## src/rtl/i2c_bit_sequencer_pkg.sv

```systemverilog
// Shared encodings for the I2C master bit sequencer: command ops, FSM states, ACK slot index.
package i2c_bit_sequencer_pkg;

  localparam int unsigned ST_W  = 3;
  localparam int unsigned Q_W   = 2;
  localparam int unsigned IDX_W = 4;

  localparam logic [1:0] OP_START = 2'b00;
  localparam logic [1:0] OP_STOP  = 2'b01;
  localparam logic [1:0] OP_BYTE  = 2'b10;

  localparam logic [ST_W-1:0] ST_IDLE   = 3'd0;
  localparam logic [ST_W-1:0] ST_RSTART = 3'd1;
  localparam logic [ST_W-1:0] ST_START  = 3'd2;
  localparam logic [ST_W-1:0] ST_HOLD   = 3'd3;
  localparam logic [ST_W-1:0] ST_BYTE   = 3'd4;
  localparam logic [ST_W-1:0] ST_STOP   = 3'd5;

  localparam logic [IDX_W-1:0] BIT_ACK = 4'd8;

  // States in which a new command may be accepted
  function automatic logic is_quiet(input logic [ST_W-1:0] s);
    return (s == ST_IDLE) || (s == ST_HOLD);
  endfunction

endpackage

```

## src/rtl/i2c_quarter_timer.sv

```systemverilog
// Quarter-period timer: counts 0..prescale, ticks on the terminal count, then restarts.
module i2c_quarter_timer #(
  parameter int unsigned PRESCALE_W = 8
) (
  input  logic                  clk,
  input  logic                  rst,
  input  logic                  clear,
  input  logic                  hold,
  input  logic [PRESCALE_W-1:0] prescale,
  output logic                  tick
);

  logic [PRESCALE_W-1:0] count;

  // A held timer never ticks, even with prescale=0
  assign tick = !hold && (count == prescale);

  always_ff @(posedge clk) begin
    if (rst) begin
      count <= '0;
    end else if (clear || hold || tick) begin
      count <= '0;
    end else begin
      count <= count + PRESCALE_W'(1);
    end
  end

endmodule

```

## src/rtl/i2c_bit_sequencer.sv

```systemverilog
// I2C master bus-phase sequencer: START/repeated START/STOP and 9-bit byte frames on quarter ticks.
// Optional SCL clock stretching (scl_in port) when I2C_CLK_STRETCH_EN is defined.
module i2c_bit_sequencer
  import i2c_bit_sequencer_pkg::*;
#(
  parameter int unsigned PRESCALE_W = 8
) (
  input  logic                  clk,
  input  logic                  asyn_rst,
  input  logic                  cmd_valid,
  output logic                  cmd_ready,
  input  logic [1:0]            cmd_op,
  input  logic [PRESCALE_W-1:0] prescale,
`ifdef I2C_CLK_STRETCH_EN
  input  logic                  scl_in,
`endif
  output logic                  scl_out,
  output logic                  sda_force_en,
  output logic                  sda_force_val,
  output logic                  shift_stb,
  output logic                  sample_stb,
  output logic [IDX_W-1:0]      bit_idx,
  output logic                  busy,
  output logic                  done,
  output logic                  err
);

  logic [ST_W-1:0]       state, state_n;
  logic [Q_W-1:0]        q, q_n;
  logic [IDX_W-1:0]      idx_n;
  logic [PRESCALE_W-1:0] prescale_q;
  logic                  accept, tick, hold;
  logic                  scl_n, en_n, val_n, shift_n, sample_n, done_n, err_n;

  assign accept = cmd_valid && cmd_ready;

`ifdef I2C_CLK_STRETCH_EN
  // Rising-SCL quarters wait for the bus to actually release SCL
  assign hold = !scl_in && (((state == ST_BYTE) && (q == 2'd2)) ||
                            ((state == ST_STOP) && (q == 2'd1)));
`else
  assign hold = 1'b0;
`endif

  i2c_quarter_timer #(.PRESCALE_W(PRESCALE_W)) u_timer (
    .clk      (clk),
    .rst      (asyn_rst),
    .clear    (is_quiet(state)),
    .hold     (hold),
    .prescale (prescale_q),
    .tick     (tick)
  );

  always_comb begin
    state_n  = state;
    q_n      = q;
    idx_n    = bit_idx;
    shift_n  = 1'b0;
    sample_n = 1'b0;
    done_n   = 1'b0;
    err_n    = 1'b0;
    case (state)
      ST_IDLE, ST_HOLD: begin
        q_n = '0;
        if (accept) begin
          case (cmd_op)
            OP_START: state_n = (state == ST_HOLD) ? ST_RSTART : ST_START;
            OP_STOP: begin
              if (state == ST_HOLD) state_n = ST_STOP;
              else done_n = 1'b1;
            end
            OP_BYTE: begin
              if (state == ST_HOLD) begin
                state_n = ST_BYTE;
                idx_n   = '0;
                shift_n = 1'b1;
              end else begin
                err_n = 1'b1;
              end
            end
            default: err_n = 1'b1;
          endcase
        end
      end
      ST_RSTART: if (tick) state_n = ST_START;
      ST_START: begin
        if (tick) begin
          if (q == 2'd1) begin
            state_n = ST_HOLD;
            done_n  = 1'b1;
          end else begin
            q_n = q + 2'd1;
          end
        end
      end
      ST_BYTE: begin
        if (tick) begin
          q_n = q + 2'd1;
          if (q == 2'd2) sample_n = 1'b1;
          if (q == 2'd3) begin
            if (bit_idx == BIT_ACK) begin
              state_n = ST_HOLD;
              idx_n   = '0;
              done_n  = 1'b1;
            end else begin
              idx_n   = bit_idx + 4'd1;
              shift_n = 1'b1;
            end
          end
        end
      end
      ST_STOP: begin
        if (tick) begin
          if (q == 2'd2) begin
            state_n = ST_IDLE;
            done_n  = 1'b1;
          end else begin
            q_n = q + 2'd1;
          end
        end
      end
      default: state_n = ST_IDLE;
    endcase

    // Pad controls follow the phase being entered so they change with the state
    scl_n = 1'b1;
    en_n  = 1'b0;
    val_n = 1'b1;
    case (state_n)
      ST_RSTART: begin
        scl_n = 1'b0;
        en_n  = 1'b1;
      end
      ST_START: begin
        en_n  = 1'b1;
        val_n = (q_n == 2'd0);
      end
      ST_HOLD: scl_n = 1'b0;
      ST_BYTE: scl_n = q_n[1];
      ST_STOP: begin
        scl_n = (q_n != 2'd0);
        en_n  = 1'b1;
        val_n = (q_n == 2'd2);
      end
      default: ;
    endcase
  end

  always_ff @(posedge clk) begin
    if (asyn_rst) begin
      state         <= ST_IDLE;
      q             <= '0;
      bit_idx       <= '0;
      prescale_q    <= '0;
      scl_out       <= 1'b1;
      sda_force_en  <= 1'b0;
      sda_force_val <= 1'b1;
      shift_stb     <= 1'b0;
      sample_stb    <= 1'b0;
      done          <= 1'b0;
      err           <= 1'b0;
      busy          <= 1'b0;
      cmd_ready     <= 1'b1;
    end else begin
      state         <= state_n;
      q             <= q_n;
      bit_idx       <= idx_n;
      if (accept) prescale_q <= prescale;
      scl_out       <= scl_n;
      sda_force_en  <= en_n;
      sda_force_val <= val_n;
      shift_stb     <= shift_n;
      sample_stb    <= sample_n;
      done          <= done_n;
      err           <= err_n;
      busy          <= !is_quiet(state_n);
      cmd_ready     <= is_quiet(state_n);
    end
  end

endmodule

```

## config.mk

```make
export PLATFORM = sky130hd
export DESIGN_NAME = i2c_bit_sequencer
export DESIGN_NICKNAME = d
export VERILOG_FILES = /design/src/rtl/i2c_bit_sequencer_pkg.sv /design/src/rtl/i2c_quarter_timer.sv /design/src/rtl/i2c_bit_sequencer.sv
export SDC_FILE = /design/constraint.sdc
export NUM_CORES = 1
export LEC_CHECK = 0
export CAP_MARGIN = 20
export CORE_ASPECT_RATIO = 0.9
export CORE_MARGIN = 2
export CORE_UTILIZATION = 45
export CTS_CLUSTER_SIZE = 16
export DETAILED_ROUTE_END_ITERATION = 7
export PLACE_DENSITY = 0.68
export SLEW_MARGIN = 30
export SYNTH_ARGS = -nofsm -noshare
export SYNTH_HDL_FRONTEND = slang
export SYNTH_SLANG_ARGS = --single-unit
```

## constraint.sdc

```tcl
create_clock -name clk -period 3.1 [get_ports clk]
set_input_delay 0.62 -clock clk [delete_from_list [all_inputs] [get_ports clk]]
set_output_delay 0.62 -clock clk [all_outputs]
set_load 0.1 [all_outputs]
```

* Word-level counts from Yosys, hierarchy flattened
Cells that the tools add are included.
Storage, ports and cells: register bits 34, input port bits 13, output and inout port bits 13
Cells by class: add/sub/neg operators 3, equality and inequality tests 23, muxes and demuxes 49, bitwise operators 3, reduce and logical (&&, ||, !) cells 19
Operator list (number):
- two-way mux 3 bit | 11
- two-way mux 4 bit | 6
- two-way mux 1 bit | 17
- one-hot mux 3 bit (5 select lines) | 1
- == test 3 x 2 -> 1 bit (second input constant) | 4
- == test 3 bit (second input constant) | 4
- two-way mux 2 bit | 6
- OR reduction 2 bit | 5
- one-hot mux 3 bit (3 select lines) | 1
- adder 8 x 1 -> 8 bit (second input constant) | 1
- == test 2 bit (second input constant) | 4
- == test 8 bit | 1
- one-hot mux 2 bit (4 select lines) | 1
- one-hot mux 4 bit (2 select lines) | 1
- == test 3 x 1 -> 1 bit (second input constant) | 2
- logical NOT 3 bit | 2
- != test 2 bit (second input constant) | 3
- one-hot mux 1 bit (2 select lines) | 3
- AND reduction 6 bit | 1
- OR reduction 3 bit | 2
- adder 4 x 1 -> 4 bit (second input constant) | 1
- == test 2 x 1 -> 1 bit (second input constant) | 2
- == test 4 bit (second input constant) | 1
- logical NOT 2 bit | 2
- 9 further kinds | 15

* Longest topological paths before layout
word-level depth 8, depth in mapped cells 8

* Cells and area by module
Synthesis repeated with hierarchy kept, for this count alone.
Unflattened totals: cells, all modules 220, area, all modules 1853.0 um^2
By module, submodules not included:
- i2c_bit_sequencer | instances 1, cells each 176, area an instance 1453.9 um^2
- i2c_quarter_timer | instances 1, cells each 44, area an instance 399.1 um^2

* Worst setup path after synthesis
OpenSTA, ideal clock, no wires.
path kind register to register, from register bit_idx[1], to register scl_out, setup time 0.120 ns, arrival 2.414 ns, data required time 2.980 ns, path slack 0.567 ns, stages on the path, launching flop included 9, cell sequence dfxtp_1 > inv_1 > ha_1 > and3b_1 > a31o_2 > nand3_1 > o311ai_2 > nor2b_1 > a211o_1
On the way: longest elaborated chain between the ends 8, elaborated cells on any way between the ends 11, classes of those cells 5 x eq/ne; 5 x mux; 1 x reduce/logical
Ends and longest elaborated chain:
- from (decl) | line i2c_bit_sequencer.sv:22 | output logic [IDX_W-1:0] bit_idx,
- from (signal assigned) | line i2c_bit_sequencer.sv:167 | bit_idx <= idx_n;
- == test 4 bit (*) | line i2c_bit_sequencer.sv:101 | if (bit_idx == BIT_ACK) begin
- two-way mux 3 bit (*) | line i2c_bit_sequencer.sv:101
- two-way mux 3 bit (*) | line i2c_bit_sequencer.sv:100 | if (q == 2'd3) begin
- two-way mux 3 bit (*) | line i2c_bit_sequencer.sv:97 | if (tick) begin
- one-hot mux 3 bit (5 select lines) (*) | line i2c_bit_sequencer.sv:62 | case (state)
- == test 3 x 2 -> 1 bit / == test 3 x 1 -> 1 bit (equally long branches) | line i2c_bit_sequencer.sv:129 | case (state_n)
- OR reduction 2 bit (no source line)
- one-hot mux 1 bit (3 select lines) (*) | line i2c_bit_sequencer.sv:129
- to (signal assigned) | line i2c_bit_sequencer.sv:169 | scl_out <= scl_n;
- to (decl) | line i2c_bit_sequencer.sv:17 | output logic scl_out,
Mark *: on every way between the ends. The rest lies on a longest branch, timed or not. A chain may end at the register's enable or synchronous reset.

* Worst setup path in the final report
from register u_timer.count[5], to register bit_idx[2]
On the way: longest elaborated chain between the ends 3
Ends and longest elaborated chain:
- from (decl) | line i2c_quarter_timer.sv:13 | logic [PRESCALE_W-1:0] count;
- from (signal assigned) | line i2c_quarter_timer.sv:24 | count <= count + PRESCALE_W'(1);
- == test 8 bit | line i2c_quarter_timer.sv:16 | assign tick = !hold && (count == prescale);
- != test 2 x 1 -> 1 bit (no source line)
- AND reduction 6 bit (no source line)
No other way between the ends.

==> parameters.txt <==
Parameter                              Value

STA
  Post-route clock period utilization    between 80% and 90%
  Setup repair after global routing missed its margin    false
  Clock skew    0.00558 ns
  Worst Max-Slew Pin Slew    between 0.6 and 0.7 ns
  Highest clock frequency the design can meet    a little under 400 MHz
  Time the final worst path needs with I/O delays and setup    about 2.5 ns
  Final setup viols    0
  Final Slew Violations    0
  Tightest slew margin relative to the limit    between 50% and 60%
  Setup slack of the critical path after layout    between 0.5 and 0.6 ns
  Final-layout setup total negative slack    0 ns
  Final hold violations    0

Power
  Switching share of power    28.6%
  Design internal power    approximately 0.00074 W
  Highest ir drop seen on vdd    0.296 mV
  Comb pwr share    17.9%
  Clock network power share    36.5%
  Static Leakage    between 0.8 and 0.9 nW
  Ratio of total power to cell area    ~480 nW/um2
  Switching power of the nets    0.000296 W
  Sequential group share of total power    ~46%

Floorplan
  Starting density of the core    about 48%
  Die width    approximately 71 um
  FP Rows    21
  Core area    between 3000 and 4000 um2
  Die footprint    ~4500 um2
  Overall die height    around 64 um
  Number of placed I/O pins    26

Logic synthesis
  Number of distinct library cells after synthesis    45
  Predominant post-synthesis flop cell    sky130_fd_sc_hd__dfxtp_1
  Post-synth EDFFs    0
  Number of instances in the synthesized netlist    about 220
  Synth async-reset ratio    0%
  Fraction of post-synthesis cell area in the top cell type by area    between 30% and 40%
  Number of synthesized register bits    34
  Cell type with the highest aggregate area in the netlist    sky130_fd_sc_hd__dfxtp_1
  Post-synthesis sequential area ratio    a little under two fifths
  Synthesized netlist net count    approximately 240
  Average instance area after synthesis    approximately 8.4 um2
  Warnings, synthesis    0
  Post-synthesis instance area    roughly 1800 um2
  Top cells by area in the synthesized netlist    sky130_fd_sc_hd__dfxtp_1 38%, sky130_fd_sc_hd__xor2_1 6.8%, sky130_fd_sc_hd__ha_1 6.3%

Worst setup path
  Slowest Stage Delay on Critical Path    roughly 0.6 ns
  Cells along the critical path    xor2_1 > nor4_1 > and2_1 > a31oi_4 > or4b_1 > a21oi_1
  Maximum fanout along the worst path    11
  Number of gates on the worst path with buffers counted    6
  Arrival time reported for the critical path endpoint    around 2.7 ns
  Worst reg2reg path startpoint    u_timer.count[5]
  Critical path buffer and inverter count    0
  Nature of the critical path startpoint    register
  Minimum setup slack among reg-to-reg paths    approximately 0.58 ns
  Slowest stage cell on the critical path    sky130_fd_sc_hd__nor4_1
  FF-to-FF path depth    6
  Category of the critical setup timing path    register to register
  Timing endpoint of the critical path    bit_idx[2]
  CP top delay family    simple AND/OR/NAND/NOR gates
  Crit. End Element    register
  Critical Path RT    between 3 and 4 ns
  Worst R2R End    bit_idx[2]
  Source of the critical timing path    u_timer.count[5]

Min path
  Class of the tightest hold or removal check    register to register
  Hold depth    2
  Start point of the worst hold path    prescale_q[4]

Cells and area
  Post-synthesis to final-layout area growth    19.9%
  Share of cells above drive strength 1    11.6%
  Antenna fix cells    0
  Number of nets in the layout    262
  Summed area of non-filler cells in the final layout    2160 um2

Global route
  Number of global-route vias before repair    between 1000 and 1500
  Initial antenna violation count    0
  Total congestion overflow    0
  Global-route wire length before repair    about 6600 um
  Pin count of the biggest net entering global routing    16
  Combined global-route utilization of all metal layers    18.6%

CTS
  Count of instances resized after the clock tree is built    0
  CTS Hold Buffers Added    0
  H-tree levels    2
  Clock network latency to the later pin of the worst-skew pair    approximately 0.28 ns
  Clock buffer count from CTS    5
  Clock-pin slew of the registers on the worst-case setup and hold paths    around 0.07 ns
  CTS tree    yes
  Buffer cell driving the clock tree root    sky130_fd_sc_hd__clkbuf_8
  Maximum clock insertion buffer count    2
  Post-CTS Setup Inserts    0
  Clk sinks    34

Placement
  DP Area    approximately 2000 um2
  Total half-perimeter wirelength after legalization and detailed placement    between 2000 and 3000 um
  Final estimated routing congestion in global placement    approximately 0.81
  I/O Buffers    25
  Setup slack after placement    around 0.53 ns

Detailed routing
  Met1 routed wirelength after detailed routing    around 2000 um
  Uppermost signal routing layer after detailed routing    met4
  Iter 0 DRT Violations    about 120
  DR DRC count    0
  Final WL    around 3800 um
  Vias    1541
  Amount of wire on met2 after detailed routing    approximately 1500 um
  Mean routed wirelength per cell    13.2 um
  Antenna-violating nets left    0
  Detailed-routing iteration count for the pre-antenna-repair pass    4
  Drt via density    around 5.4
  Amount of wire on met3 after detailed routing    174 um

Run
  Maximum capacitance violations    0

Status
  Run status    finished, final reports clean
[per-layer routing]
layer,track usage [%],vias to the layer above
met4,7.78,0
met3,5.05,5
met1,26.9,704
li1,-,798
met2,25.9,34
met5,0,-
[sequential cells by signal, indices dropped and copies added (netlist names)]
name	flops
scl_out	1
q	2
sda_force_val	1
state	3
u_timer.count	8
bit_idx	4
sample_stb	1
busy	1
prescale_q	8
shift_stb	1
err	1
cmd_ready	1
done	1
sda_force_en	1
[metrics by stage]
| step | hold WS (ns) | utilization, % | instances | power [W] |
|---|---|---|---|---|
| CTS | 0.472 | 57.1 | 287 | 0.00105 |
| global route | 0.489 | 57.1 | 287 | 0.00109 |
| global placement | 0.459 | 54.2 | 279 | 0.000668 |
| floorplan | 0.448 | - | 215 | 0.000621 |
| finish | 0.468 | 57.1 | 287 | 0.00104 |
| detailed placement | 0.463 | 54.2 | 279 | 0.000668 |
[power by group through the flow]
| stage | clock network, W | logic, W | registers, W |
|---|---|---|---|
| floorplan | 0 | 0.0000972 | 0.000523 |
| global placement | 0 | 0.000185 | 0.000484 |
| detailed placement | 0 | 0.000185 | 0.000483 |
| CTS | 0.000388 | 0.000186 | 0.000473 |
| global route | 0.000409 | 0.000203 | 0.000476 |
| finish | 0.000379 | 0.000186 | 0.000473 |
[area by class of cell]
class                      instances  area [um2]
fill                             362        1620
inverter                           9        33.8
multi-input combinational        163        1040
clock buffer                       8         110
timing repair buffer              27         233
tap                               46        57.6
sequential                        34         681
[cells in the mapped netlist (3+ instances only)]
cell type,n
sky130_fd_sc_hd__dfxtp_1,34
sky130_fd_sc_hd__nor2_1,24
sky130_fd_sc_hd__nand2_1,22
sky130_fd_sc_hd__a21oi_1,19
sky130_fd_sc_hd__xor2_1,14
sky130_fd_sc_hd__nand3_1,11
sky130_fd_sc_hd__ha_1,9
sky130_fd_sc_hd__clkbuf_1,8
sky130_fd_sc_hd__inv_1,8
sky130_fd_sc_hd__o21ai_0,5
sky130_fd_sc_hd__and2_1,4
sky130_fd_sc_hd__mux2i_1,4
sky130_fd_sc_hd__nor2b_1,4
sky130_fd_sc_hd__a22oi_1,3
sky130_fd_sc_hd__a31oi_1,3
sky130_fd_sc_hd__and3_1,3
sky130_fd_sc_hd__nor3_1,3
sky130_fd_sc_hd__nor4_1,3
sky130_fd_sc_hd__or3_1,3
sky130_fd_sc_hd__xnor2_1,3
[kinds of logic after synthesis]
kind of cell / after synthesis / synth area share (%)
multiplexers: 4 / 2.22
XOR/XNOR: 17 / 8.27
AND/OR/NAND/NOR: 88 / 24.5
flip-flops: 34 / 37.8
AO/OA/AOI/OAI: 45 / 16.8
buffers and inverters: 18 / 4.17
adder cells (fa/ha/maj): 9 / 6.25
[worst reg2reg max path, cell delays in order (launching register included)]
cell and delay [ns]:
sky130_fd_sc_hd__dfxtp_1 0.35, sky130_fd_sc_hd__xor2_1 0.15, sky130_fd_sc_hd__nor4_1 0.60, sky130_fd_sc_hd__and2_1 0.52, sky130_fd_sc_hd__a31oi_4 0.18, sky130_fd_sc_hd__or4b_1 0.52
sky130_fd_sc_hd__a21oi_1 0.14
[placed cells by master (no fill, tap or decap), types with 2 or more instances in the layout]
cell type,instances
sky130_fd_sc_hd__clkbuf_8,8
sky130_fd_sc_hd__inv_1,8
sky130_fd_sc_hd__buf_4,15
sky130_fd_sc_hd__a31oi_1,3
sky130_fd_sc_hd__nand2_1,22
sky130_fd_sc_hd__and3_1,3
sky130_fd_sc_hd__dfxtp_1,34
sky130_fd_sc_hd__nor2b_1,4
sky130_fd_sc_hd__o21ai_0,5
sky130_fd_sc_hd__xor2_1,14
sky130_fd_sc_hd__clkdlybuf4s50_1,12
sky130_fd_sc_hd__nor2_1,24
sky130_fd_sc_hd__a21o_1,2
sky130_fd_sc_hd__o22ai_1,2
sky130_fd_sc_hd__and2_1,4
sky130_fd_sc_hd__a22oi_1,3
sky130_fd_sc_hd__nor3_1,3
sky130_fd_sc_hd__nor4_1,3
sky130_fd_sc_hd__ha_1,9
sky130_fd_sc_hd__a221oi_1,2
sky130_fd_sc_hd__or3_1,3
sky130_fd_sc_hd__nand3_1,11
sky130_fd_sc_hd__a21oi_1,19
sky130_fd_sc_hd__mux2i_1,4
sky130_fd_sc_hd__xnor2_1,3
[worst min path at each step]
stage,end,slack (ns)
global placement,prescale_q[4],0.46
global route,prescale_q[3],0.49
detailed placement,prescale_q[4],0.46
CTS,prescale_q[4],0.47
floorplan,prescale_q[0],0.45
finish,prescale_q[4],0.47
Power figures use the tool's default switching activity.
